===== src/rtl/rsa_modexp_ctrl.sv =====
// Left-to-right square-and-multiply sequencer driving an external Montgomery multiplier.
// Optional RSA_CTRL_SKIP_LZ_EN: begin the bit loop at the most-significant set exponent bit.
module rsa_modexp_ctrl #(
    parameter int WIDTH = 8
) (
    input  logic             clk,
    input  logic             rst,
    input  logic             start,
    input  logic             stop,
    input  logic [WIDTH-1:0] plain_text,
    input  logic [WIDTH-1:0] exponent,
    input  logic [WIDTH-1:0] modulus,
    input  logic [WIDTH-1:0] mont_const,
    output logic             mm_start,
    output logic             mm_abort,
    output logic [WIDTH-1:0] mm_a,
    output logic [WIDTH-1:0] mm_b,
    input  logic             mm_done,
    input  logic [WIDTH-1:0] mm_result,
    output logic             busy,
    output logic             done,
    output logic             error,
    output logic [WIDTH-1:0] result
);
    localparam int IW = (WIDTH > 1) ? $clog2(WIDTH) : 1;

    typedef enum logic [2:0] {
        S_IDLE, S_CHECK, S_TO_M, S_TO_ONE, S_SQ, S_MUL, S_FROM, S_DONE
    } state_t;

    state_t           r_state;
    logic [WIDTH-1:0] r_m, r_exp, r_n, r_c, r_mm;
    logic [IW-1:0]    r_idx;
    logic             r_mm_start, r_mm_abort, r_busy, r_done, r_error;
    logic [WIDTH-1:0] r_mm_a, r_mm_b, r_result;

    state_t           w_nxt;
    logic [WIDTH-1:0] w_a, w_b;
    logic [IW-1:0]    w_i;
    logic             w_cap;

    // The mm_start cycle itself is not part of the wait window.
    assign w_cap = mm_done && !r_mm_start;

`ifdef RSA_CTRL_SKIP_LZ_EN
    logic [IW-1:0] w_msb;
    always_comb begin
        w_msb = '0;
        for (int unsigned k = 0; k < WIDTH; k++)
            if (r_exp[k]) w_msb = IW'(k);
    end
`endif

    // Next multiplier step, applied when the current step completes.
    always_comb begin
        w_nxt = S_DONE;
        w_a   = mm_result;
        w_b   = mm_result;
        w_i   = r_idx;
        unique case (r_state)
            S_TO_M: begin
                w_nxt = S_TO_ONE;
                w_a   = WIDTH'(1);
                w_b   = r_c;
            end
            S_TO_ONE: begin
                w_nxt = S_SQ;
                w_i   = IW'(WIDTH - 1);
`ifdef RSA_CTRL_SKIP_LZ_EN
                if (r_exp == '0) begin
                    w_nxt = S_FROM;
                    w_b   = WIDTH'(1);
                end else begin
                    w_i = w_msb;
                end
`endif
            end
            S_SQ: begin
                if (r_exp[r_idx]) begin
                    w_nxt = S_MUL;
                    w_b   = r_mm;
                end else if (r_idx == '0) begin
                    w_nxt = S_FROM;
                    w_b   = WIDTH'(1);
                end else begin
                    w_nxt = S_SQ;
                    w_i   = r_idx - IW'(1);
                end
            end
            S_MUL: begin
                if (r_idx == '0) begin
                    w_nxt = S_FROM;
                    w_b   = WIDTH'(1);
                end else begin
                    w_nxt = S_SQ;
                    w_i   = r_idx - IW'(1);
                end
            end
            default: ;
        endcase
    end

    always_ff @(posedge clk) begin
        if (rst) begin
            r_state    <= S_IDLE;
            r_m        <= '0;
            r_exp      <= '0;
            r_n        <= '0;
            r_c        <= '0;
            r_mm       <= '0;
            r_idx      <= '0;
            r_mm_start <= 1'b0;
            r_mm_abort <= 1'b0;
            r_busy     <= 1'b0;
            r_done     <= 1'b0;
            r_error    <= 1'b0;
            r_mm_a     <= '0;
            r_mm_b     <= '0;
            r_result   <= '0;
        end else begin
            r_mm_start <= 1'b0;
            r_mm_abort <= 1'b0;
            case (r_state)
                S_IDLE: begin
                    if (start && !stop) begin
                        r_m     <= plain_text;
                        r_exp   <= exponent;
                        r_n     <= modulus;
                        r_c     <= mont_const;
                        r_done  <= 1'b0;
                        r_error <= 1'b0;
                        r_busy  <= 1'b1;
                        r_state <= S_CHECK;
                    end
                end
                S_CHECK: begin
                    if (stop) begin
                        r_busy  <= 1'b0;
                        r_state <= S_IDLE;
                    end else if (!r_n[0]) begin
                        r_done  <= 1'b1;
                        r_error <= 1'b1;
                        r_state <= S_DONE;
                    end else begin
                        r_mm_start <= 1'b1;
                        r_mm_a     <= r_m;
                        r_mm_b     <= r_c;
                        r_state    <= S_TO_M;
                    end
                end
                S_DONE: begin
                    r_busy  <= 1'b0;
                    r_state <= S_IDLE;
                end
                default: begin
                    if (stop) begin
                        r_mm_abort <= !w_cap;
                        r_busy     <= 1'b0;
                        r_state    <= S_IDLE;
                    end else if (w_cap) begin
                        if (r_state == S_TO_M) r_mm <= mm_result;
                        if (r_state == S_FROM) begin
                            r_result <= mm_result;
                            r_done   <= 1'b1;
                            r_state  <= S_DONE;
                        end else begin
                            r_mm_start <= 1'b1;
                            r_mm_a     <= w_a;
                            r_mm_b     <= w_b;
                            r_idx      <= w_i;
                            r_state    <= w_nxt;
                        end
                    end
                end
            endcase
        end
    end

    assign mm_start = r_mm_start;
    assign mm_abort = r_mm_abort;
    assign mm_a     = r_mm_a;
    assign mm_b     = r_mm_b;
    assign busy     = r_busy;
    assign done     = r_done;
    assign error    = r_error;
    assign result   = r_result;
endmodule


===== config.mk =====
export PLATFORM = sky130hd
export DESIGN_NAME = rsa_modexp_ctrl
export DESIGN_NICKNAME = d
export VERILOG_FILES = /design/src/rtl/rsa_modexp_ctrl.sv
export SDC_FILE = /design/constraint.sdc
export NUM_CORES = 1
export LEC_CHECK = 0
export ABC_AREA = 1
export BUFFER_PORTS_ARGS = -buffer_cell sky130_fd_sc_hd__buf_4
export CORE_MARGIN = 10
export CORE_UTILIZATION = 40
export DETAILED_ROUTE_END_ITERATION = 12
export HOLD_SLACK_MARGIN = 0.12
export PLACE_DENSITY_LB_ADDON = 0.2
export SETUP_SLACK_MARGIN = 0.3
export SYNTH_ARGS = -nofsm -noshare
export SYNTH_HDL_FRONTEND = slang
export SYNTH_SLANG_ARGS = --single-unit

===== constraint.sdc =====
create_clock -name clk -period 3.2 [get_ports clk]
set_input_delay 0.64 -clock clk [delete_from_list [all_inputs] [get_ports clk]]
set_output_delay 0.64 -clock clk [all_outputs]
set_load 0.02 [all_outputs]

==> reports/metrics.yaml, run 1 <==
final_layout:
  final_area_um2: 3830
  diodes: 0
  drive_above_1_share_pct: 21.3
  final_nets: 539
  final_cells: 596
  fin_util_pct: 52.0
  area_delta_synth_final_pct: 24.1
synthesis:
  synthTopCellsByCount: "nand2_1 (71), dfxtp_1 (68), o21ai_0 (62), nor2_1 (57), a21oi_1 (44)"
  yosysTopAreaCell: "dfxtp_1"
  synth_ff_type: "dfxtp_1"
  yosysMostFrequentCell: "nand2_1"
  ys_seq_area_share_pct: 44.1
  ys_seq_elements: 68
  synth_nets: 482
  yosysWarnings: 0
  synthTopCellsByArea: "dfxtp_1 (44%), o21ai_0 (10%), nand2_1 (8.6%)"
  synth_edf_count: 0
  synthCells: 435
  synth_top_area_share_pct: 44.1
  synth.distinct_cells: 29
  avgSynthCellArea_um2: 7.10
  ys_async_sr_fraction_pct: 0
  synthesis.area_um2: 3090
timing:
  tightest_slew_ns: 0.795
  max_clock_freq_mhz: 470
  finalSetupTns_ns: 0
  fin_crit_sh_pct: 66.5
  fin_skew_ns: 0.00643
  hold_violations: 0
  drv_slew: 0
  worst_hold_slack_ns: 0.459
  relSlewSlack_pct: 46.9
  setup_slack_ns: 1.07
  fin_crit_ns: 2.13
  setup_violations: 0
  rsz0062_at_grt: "false"
route:
  top_layer_used: "met4"
  route.layer.met1.wl_um: 3950
  postRouteAntennaNets: 0
  wl_met2_um: 3690
  drt-total-wl_um: 8290
  drc: 0
  routedWlPerCell_um: 13.9
  wl_met3_um: 593
  routed-via-count: 2919
  drt_pass1_iterations: 4
  dr.first_iter.drc_count: 205
  vias_per_cell: 4.90
global_routing:
  grt_use_total_pct: 14.3
  antenna_found_initial: 0
  grt_max_degree: 43
  grt-ovfl-total: 0
  grt_pass1_wl_um: 13600
  grt_pass1_vias: 2732
placed_design:
  hpwl_um: 5870
  portBuffers: 66
  dpl_cell_area_um2: 3620
  dp_cells: 580
  post-place-ws_ns: 0.959
  gp_congestion: 0.782
setup_path:
  startpoint_type: "flop"
  end_kind: "flop"
  required_ns: 3.47
  critPathTopFamily: "simple AND/OR/NAND/NOR gates"
  path_max_fanout: 21
  critPathMaxStageDelay_ns: 0.54
  crit_path_top_delay_cell: "dfxtp_1"
  critical_path_class: "flop to flop"
  critPathArrivalTime_ns: 2.40
  cp_cell_sequence: "nand2_2 > nand2_1 > nand2_2 > inv_2 > nand4_4 > inv_2 > o21ai_0 > a31oi_1"
  cp_num_buf_inv: 2
clock_tree:
  h-tree-depth: 3
  numCtsBuffers: 9
  cts-root-buf: "clkbuf_8"
  postCtsSetupRepairBufs: 0
  postCtsHoldBufs: 0
  clk_latency_ns: 0.35
  cts_tree: "done"
  clock_tree.buffer_depth: 2
  ctsResizeCount: 0
  cts_sinks: 68
  cts.clk_slew.worst_paths_ns: 0.08
min_path:
  hold_path.class: "flop to flop"
die:
  dieArea_um2: 11600
  core-area_um2: 7370
  die_w_um: 108
  fp-row-count: 31
  die_y_um: 108
  io_pins: 74
  start_util_pct: 41.9
power_and_ir_drop:
  vdd.ir_drop.worst_v: 0.000297
  finalPower_mw: 3.02
  cellLeakagePower_nw: 1.71
  power.density_nw_per_um2: 788
run:
  max_cap_viol_count: 0
status:
  status: "completed"
## registers in the layout, indices dropped and copies added (netlist names)
name	count
busy	1
done	1
error	1
mm_a	8
mm_abort	1
mm_b	8
mm_start	1
r_c	8
r_exp	8
r_idx	3
r_m	8
r_mm	8
r_n	1
r_state	3
result	8
## power by group
| group | total (mW) | switching (mW) | internal, mW | leakage, nW |
|---|---|---|---|---|
| logic | 1.16 | 0.766 | 0.396 | 1.05 |
| registers | 1.12 | 0.110 | 1.01 | 0.554 |
| clock network | 0.741 | 0.337 | 0.404 | 0.102 |
## cell type report
class | count | area, um2
multi-input combinational | 298 | 1440
fill | 753 | 3540
timing repair buffer | 68 | 523
clock buffer | 11 | 151
inverter | 47 | 176
tap | 99 | 124
sequential | 68 | 1360
clock inverter | 5 | 58.8
## cell usage in the layout, fill, tap and decap left out, drive strengths merged, types with 2 or more instances in the layout
master,count
a211oi,2
a21oi,44
a31oi,12
buf,68
clkbuf,11
clkinvlp,2
dfxtp,68
ha,2
inv,48
nand2,76
nand3,19
nand4,7
nor2,62
nor3,3
o21ai,64
or2,3
## worst register-to-register path: stages (launching register included)
cell     delay [ns]
dfxtp_1        0.54
nand2_2        0.34
nand2_1        0.21
nand2_2        0.09
inv_2          0.07
nand4_4        0.21
inv_2          0.32
o21ai_0        0.12
a31oi_1        0.15
## cell families (layout without fill, tap and decap cells)
kind of cell             after synthesis  in the layout  share of synthesized area [%]
AO/OA/AOI/OAI                        126            126                           21.6
flip-flops                            68             68                           44.1
buffers and inverters                 69            131                           9.40
adder cells (fa/ha/maj)                2              2                          0.810
AND/OR/NAND/NOR                      170            170                           24.1
## worst paths after layout
path	startpoint	endpoint	slack (ns)	depth (start not counted)
worst max-delay path	r_state[0]	mm_a[7]	1.07	8
worst min-delay path	r_exp[6]	r_exp[6]	0.46	2
worst max register to register	r_state[0]	mm_a[7]	1.07	8
worst min register to register	r_exp[6]	r_exp[6]	0.46	2
## routing by layer
metal	GRT usage, %	up-vias
li1	-	1550
met1	18.3	1299
met2	21.5	66
met3	5.69	4
met4	4.29	0
met5	0	-
Power figures use the tool's default switching activity.
==> run 2, diff against run 1 <==
clock period = 2.1 ns   (was 3.2 ns; I/O delays follow)
==> reports/metrics.yaml, run 2 (synthesis gave the netlist of run 1 again) <==
final_layout:
  final_common_cell: "buf_4"
  diodes: 0  # unchanged
  area_delta_synth_final_pct: 24.7
  register_area_um2: 1370  # +0.28%
  multi_input_area_um2: 1450  # +1.1%
  final_nets: 545  # +1.1%
  final_cells: 602  # +1.0%
  nFillCells: 777  # +3.2%
  layout_common_cells: "buf_4 (74), nand2_1 (71), dfxtp_1 (65)"
  drive_above_1_share_pct: 23.5  # +2.1 points
timing:
  drv_slew: 0  # unchanged
  worst_hold_slack_ns: 0.284  # -0.175 ns
  setup_slack_ns: 0.517  # -0.556 ns
  tightest_slew_ns: 0.366  # -0.429 ns
  relSlewSlack_pct: 75.6  # +29 points
  hold_violations: 0  # unchanged
  rsz0062_at_grt: "false"
  max_clock_freq_mhz: 632  # +34%
  fin_crit_sh_pct: 75.4  # +8.9 points
  fin_crit_ns: 1.58  # -0.544 ns
  finalSetupTns_ns: 0  # unchanged
  fin_skew_ns: 0.00840  # +0.00197 ns
  setup_violations: 0  # unchanged
global_routing:
  grt_use_total_pct: 13.8  # -0.47 points
  grt-ovfl-total: 0  # unchanged
  antenna_found_initial: 0  # unchanged
  grt_pass1_vias: 2708  # -0.88%
  grt_pass1_wl_um: 13100  # -3.5%
  grt_max_degree: 44  # +2.3%
die:
  die_w_um: 108  # unchanged
  dieArea_um2: 11600  # unchanged
  die_y_um: 108  # unchanged
  io_pins: 74  # unchanged
  core-area_um2: 7370  # unchanged
  start_util_pct: 41.9  # unchanged
  fp-row-count: 31  # unchanged
route:
  vias_per_cell: 4.86  # -0.76%
  drt_pass1_iterations: 4  # unchanged
  wl_met2_um: 3520  # -4.4%
  postRouteAntennaNets: 0  # unchanged
  drt-total-wl_um: 8120  # -2.1%
  routed-via-count: 2926  # +0.24%
  dr.first_iter.drc_count: 123  # -40%
  routedWlPerCell_um: 13.5  # -3.0%
  top_layer_used: "met4"
  route.layer.met1.wl_um: 3830  # -3.0%
  drc: 0  # unchanged
  wl_met3_um: 633  # +6.7%
power_and_ir_drop:
  p_sw_mw: 1.88  # +55%
  cellLeakagePower_nw: 1.72  # +0.96%
  power.density_nw_per_um2: 1170  # +49%
  internal_power_mw: 2.63  # +45%
  combPwrFrac_pct: 41.1  # +2.6 points
  vdd.ir_drop.worst_v: 0.000514  # +73%
  swShare_pct: 41.7  # +1.5 points
  pwr-share-seq_pct: 37.5  # +0.5 points
  clockPowerShare_pct: 21.5  # -3.0 points
clock_tree:
  cts_sinks: 68  # unchanged
  postCtsSetupRepairBufs: 0  # unchanged
  clk_latency_ns: 0.35  # about the same
  cts.clk_slew.worst_paths_ns: 0.08  # about the same
  cts-root-buf: "clkbuf_8"
  ctsResizeCount: 1  # +1
  h-tree-depth: 3  # unchanged
  clock_tree.buffer_depth: 2  # unchanged
  numCtsBuffers: 9  # unchanged
  cts_tree: "done"
  postCtsHoldBufs: 0  # unchanged
placed_design:
  portBuffers: 66  # unchanged
  gp_congestion: 0.780  # -0.23%
  post-place-ws_ns: 0.218  # -0.742 ns
  dp_cells: 586  # +1.0%
  hpwl_um: 5920  # +0.95%
setup_path:
  critical_path_class: "flop to flop"
  end_kind: "flop"
  path_max_fanout: 8  # -62%
  required_ns: 2.34  # -1.13 ns
  startpoint_type: "flop"
  critPathArrivalTime_ns: 1.83  # -0.57 ns
run:
  max_cap_viol_count: 0  # unchanged
min_path:
  hold_path.class: "primary input to flop"
status:
  status: "completed"
run 2: changes by cell type in the layout (fill, tap and decap cells not counted), sizes merged:
cell    delta
inv        +1
clkbuf     -2
bufinv     -1
clkinv     +2
buf        +6
run 2: final cells by class:
class                           count  area share [%]
Multi-Input combinational cell    298            37.7
Sequential cell                    68            35.4
Timing Repair Buffer               74            14.4
Inverter                           47            4.64
Clock buffer                        9            3.22
Tap cell                           99            3.22
Clock inverter                      7            1.33
run 2: power by group through the flow:
| stage | combinational [mW] | sequential [mW] | clock (mW) |
|---|---|---|---|
| after floorplan | 1.24 | 1.79 | 0 |
| final | 1.85 | 1.69 | 0.968 |
| after detailed placement | 1.84 | 1.70 | 0 |
| after global routing | 2.10 | 1.72 | 1.05 |
| after global placement | 1.81 | 1.71 | 0 |
| after CTS | 1.85 | 1.68 | 0.995 |
run 2: layer usage:
metal / up-vias / global-route usage [%]
met1: 1288 / 17.7
met2: 75 / 20.1
met3: 10 / 5.27
met5: - / 0
met4: 0 / 6.20
li1: 1553 / -
run 2: path summary, 6_finish.rpt:
path | slack [ns] | depth (start not counted) | to | from
max reg2reg | 0.52 | 9 | mm_b[0] | r_idx[0]
min | 0.28 | 3 | r_m[3] | plain_text[3]
min reg2reg | 0.45 | 2 | r_exp[6] | r_exp[6]
max | 0.52 | 9 | mm_b[0] | r_idx[0]
run 2: stage by stage:
stage	util, %	area, um2	power, mW
global route	52.3	3850	4.88
finish	52.3	3850	4.51
detailed placement	49.6	3650	3.54
floorplan	-	3090	3.03
global placement	49.6	3650	3.51
CTS	52.0	3830	4.52
run 2: worst max-delay path, cell delays in order (launching register included):
cell and delay, ns:
dfxtp_2 0.37, inv_2 0.09, ha_1 0.20, nand2_1 0.15, inv_1 0.12, or2_2 0.28, nand2_1 0.06, nand4_1 0.09
nand2_1 0.07, a21oi_1 0.06
==> run 3, diff against run 2 <==
clock period = 1.3 ns   (was 2.1 ns; I/O delays follow)
==> reports/metrics.yaml, run 3 (synthesis gave the netlist of run 1 again) <==
setup_path:
  crit_path_frequent_cell: "nand2_4"
  cp_num_buf_inv: 3  # +1
  critPathTopFamily: "simple AND/OR/NAND/NOR gates"
  end_kind: "flop"
  required_ns: 1.57  # -0.77 ns
  critical_path_class: "flop to flop"
  reg2regPathDepth: 10  # +1
  startpoint_type: "flop"
  critPathArrivalTime_ns: 1.78  # -0.05 ns
  critPathMaxStageDelay_ns: 0.38  # about the same
  rr_startpoint: "r_state[1]"
  crit_path_top_delay_cell: "dfxtp_4"
  cp_cell_sequence: "nor2_4 > nand2_4 > nand2_4 > nand2_4 > inv_2 > nand4_4 > inv_4 > buf_12 > o21ai_2 > a31oi_4"
  path_max_fanout: 8  # unchanged
  timing.rr.end: "mm_a[1]"
  regToRegSetupSlack_ns: -0.21  # -0.73 ns
timing:
  fin_crit_sh_pct: 116  # +41 points
  worst_hold_slack_ns: 0.130  # -0.154 ns
  fin_skew_ns: 0.00528  # -0.00312 ns
  fin_crit_ns: 1.51  # -0.0736 ns
  hold_violations: 0  # unchanged
  relSlewSlack_pct: 77.0  # +1.5 points
  drv_slew: 0  # unchanged
  max_clock_freq_mhz: 663  # +4.9%
  tightest_slew_ns: 0.344  # -0.0219 ns
  setup_slack_ns: -0.209  # -0.726 ns
  rsz0062_at_grt: "true"
  setup_violations: 51  # +51
min_path:
  hold_depth: 3  # unchanged
  worstHoldEndpoint: "r_m[1]"
  worstHoldStart: "plain_text[1]"
  hold_path.class: "primary input to flop"
final_layout:
  diodes: 0  # unchanged
  final_common_cell: "buf_4"
  final_nets: 622  # +14%
  area_delta_synth_final_pct: 76.8
  layout_common_cells: "buf_4 (97), nand2_1 (53), buf_6 (43)"
  nFillCells: 539  # -31%
  drive_above_1_share_pct: 60.5  # +37 points
route:
  drt-total-wl_um: 11200  # +38%
  wl_met2_um: 5680  # +61%
  wl_met3_um: 820  # +30%
  vias_per_cell: 5.21  # +7.2%
  postRouteAntennaNets: 0  # unchanged
  routed-via-count: 3538  # +21%
  top_layer_used: "met4"
  route.layer.met1.wl_um: 4480  # +17%
  dr.first_iter.drc_count: 154  # +25%
  routedWlPerCell_um: 16.5  # +22%
  drc: 0  # unchanged
  drt_pass1_iterations: 4  # unchanged
run:
  max_cap_viol_count: 0  # unchanged
clock_tree:
  clock_tree.buffer_depth: 2  # unchanged
  postCtsHoldBufs: 0  # unchanged
  clk_latency_ns: 0.35  # about the same
  cts_tree: "done"
  numCtsBuffers: 9  # unchanged
  cts.clk_slew.worst_paths_ns: 0.08  # about the same
  cts-root-buf: "clkbuf_8"
  cts_sinks: 68  # unchanged
  h-tree-depth: 3  # unchanged
global_routing:
  grt_pass1_wl_um: 16900  # +29%
  grt-ovfl-total: 0  # unchanged
  antenna_found_initial: 0  # unchanged
  grt_max_degree: 34  # -23%
  grt_use_total_pct: 17.8  # +4.0 points
  grt_pass1_vias: 3538  # +31%
status:
  violations: "setup timing"
  status: "finished with violations"
placed_design:
  post-place-ws_ns: -0.260  # -0.478 ns
  gp_congestion: 0.866  # +11%
  hpwl_um: 6710  # +13%
  portBuffers: 66  # unchanged
die:
  start_util_pct: 41.9  # unchanged
  die_w_um: 108  # unchanged
  fp-row-count: 31  # unchanged
  dieArea_um2: 11600  # unchanged
  io_pins: 74  # unchanged
  core-area_um2: 7370  # unchanged
  die_y_um: 108  # unchanged
power_and_ir_drop:
  vdd.ir_drop.worst_v: 0.00120  # +130%
  power.density_nw_per_um2: 1930  # +65%
  cellLeakagePower_nw: 2.30  # +33%
run 3: cell count changes in the layout (fill, tap and decap cells not counted), sizes merged:
cell	change
clkinv	-3
clkinvlp	-1
inv	+3
bufinv	+1
buf	+77
run 3: worst register-to-register path, delay by kind of cell (launching register included):
family          cells  cell delay (ns)
compound gates      2             0.25
flops               1             0.38
simple gates        5             0.48
buf+inv             3             0.32
run 3: worst max path at each step:
stage,startpoint,endpoint,slack (ns),cells past startpoint
finish,r_state[1],mm_a[1],-0.21,10
global route,r_state[1],mm_a[1],-0.28,10
CTS,r_idx[0],r_state[1],-0.15,12
detailed placement,r_state[2],r_state[1],-0.26,9
global placement,r_state[2],r_state[1],-0.22,9
floorplan,r_state[2],mm_b[4],-0.03,11
run 3: metrics by stage:
| stage | util, % | instance area (um2) | TNS, ns | total power, mW | instances |
|---|---|---|---|---|---|
| 2_1_floorplan | - | 3240 | -0.276 | 5.21 | 435 |
| 3_3_place_gp | 55.7 | 4100 | -4.63 | 6.59 | 626 |
| 3_5_place_dp | 55.7 | 4100 | -5.85 | 6.66 | 626 |
| 4_1_cts | 69.6 | 5130 | -4.81 | 9.95 | 667 |
| 5_1_grt | 74.1 | 5460 | -10.98 | 11.1 | 679 |
| 6_report | 74.1 | 5460 | -6.96 | 10.5 | 679 |
run 3: final cells by class:
cell class / instances / area, um2 / area share (%)
tap: 99 / 124 / 2.27
sequential: 68 / 1420 / 26.0
multi-input combinational: 298 / 2050 / 37.5
clock inverter: 7 / 78.8 / 1.44
timing repair buffer: 151 / 1470 / 26.9
clock buffer: 9 / 124 / 2.27
inverter: 47 / 199 / 3.64
run 3: metal layers:
| layer | GRT usage [%] | vias to the layer above |
|---|---|---|
| li1 | - | 1720 |
| met1 | 20.9 | 1678 |
| met2 | 30.1 | 119 |
| met3 | 5.33 | 21 |
| met4 | 5.92 | 0 |
| met5 | 0 | - |
run 3: repair_timing:
item                       in CTS  in global routing
pin swaps                      39                 27
gates resized for setup       178                 52
setup buffers                  20                 12
gates cloned                    5                  0
setup endpoints to repair      97                 97
run 3: where the power goes:
group	total [mW]	leakage, nW	switching, mW	internal [mW]
logic	5.82	1.63	3.02	2.80
clock network	1.84	0.102	0.925	0.914
registers	2.88	0.571	0.337	2.54
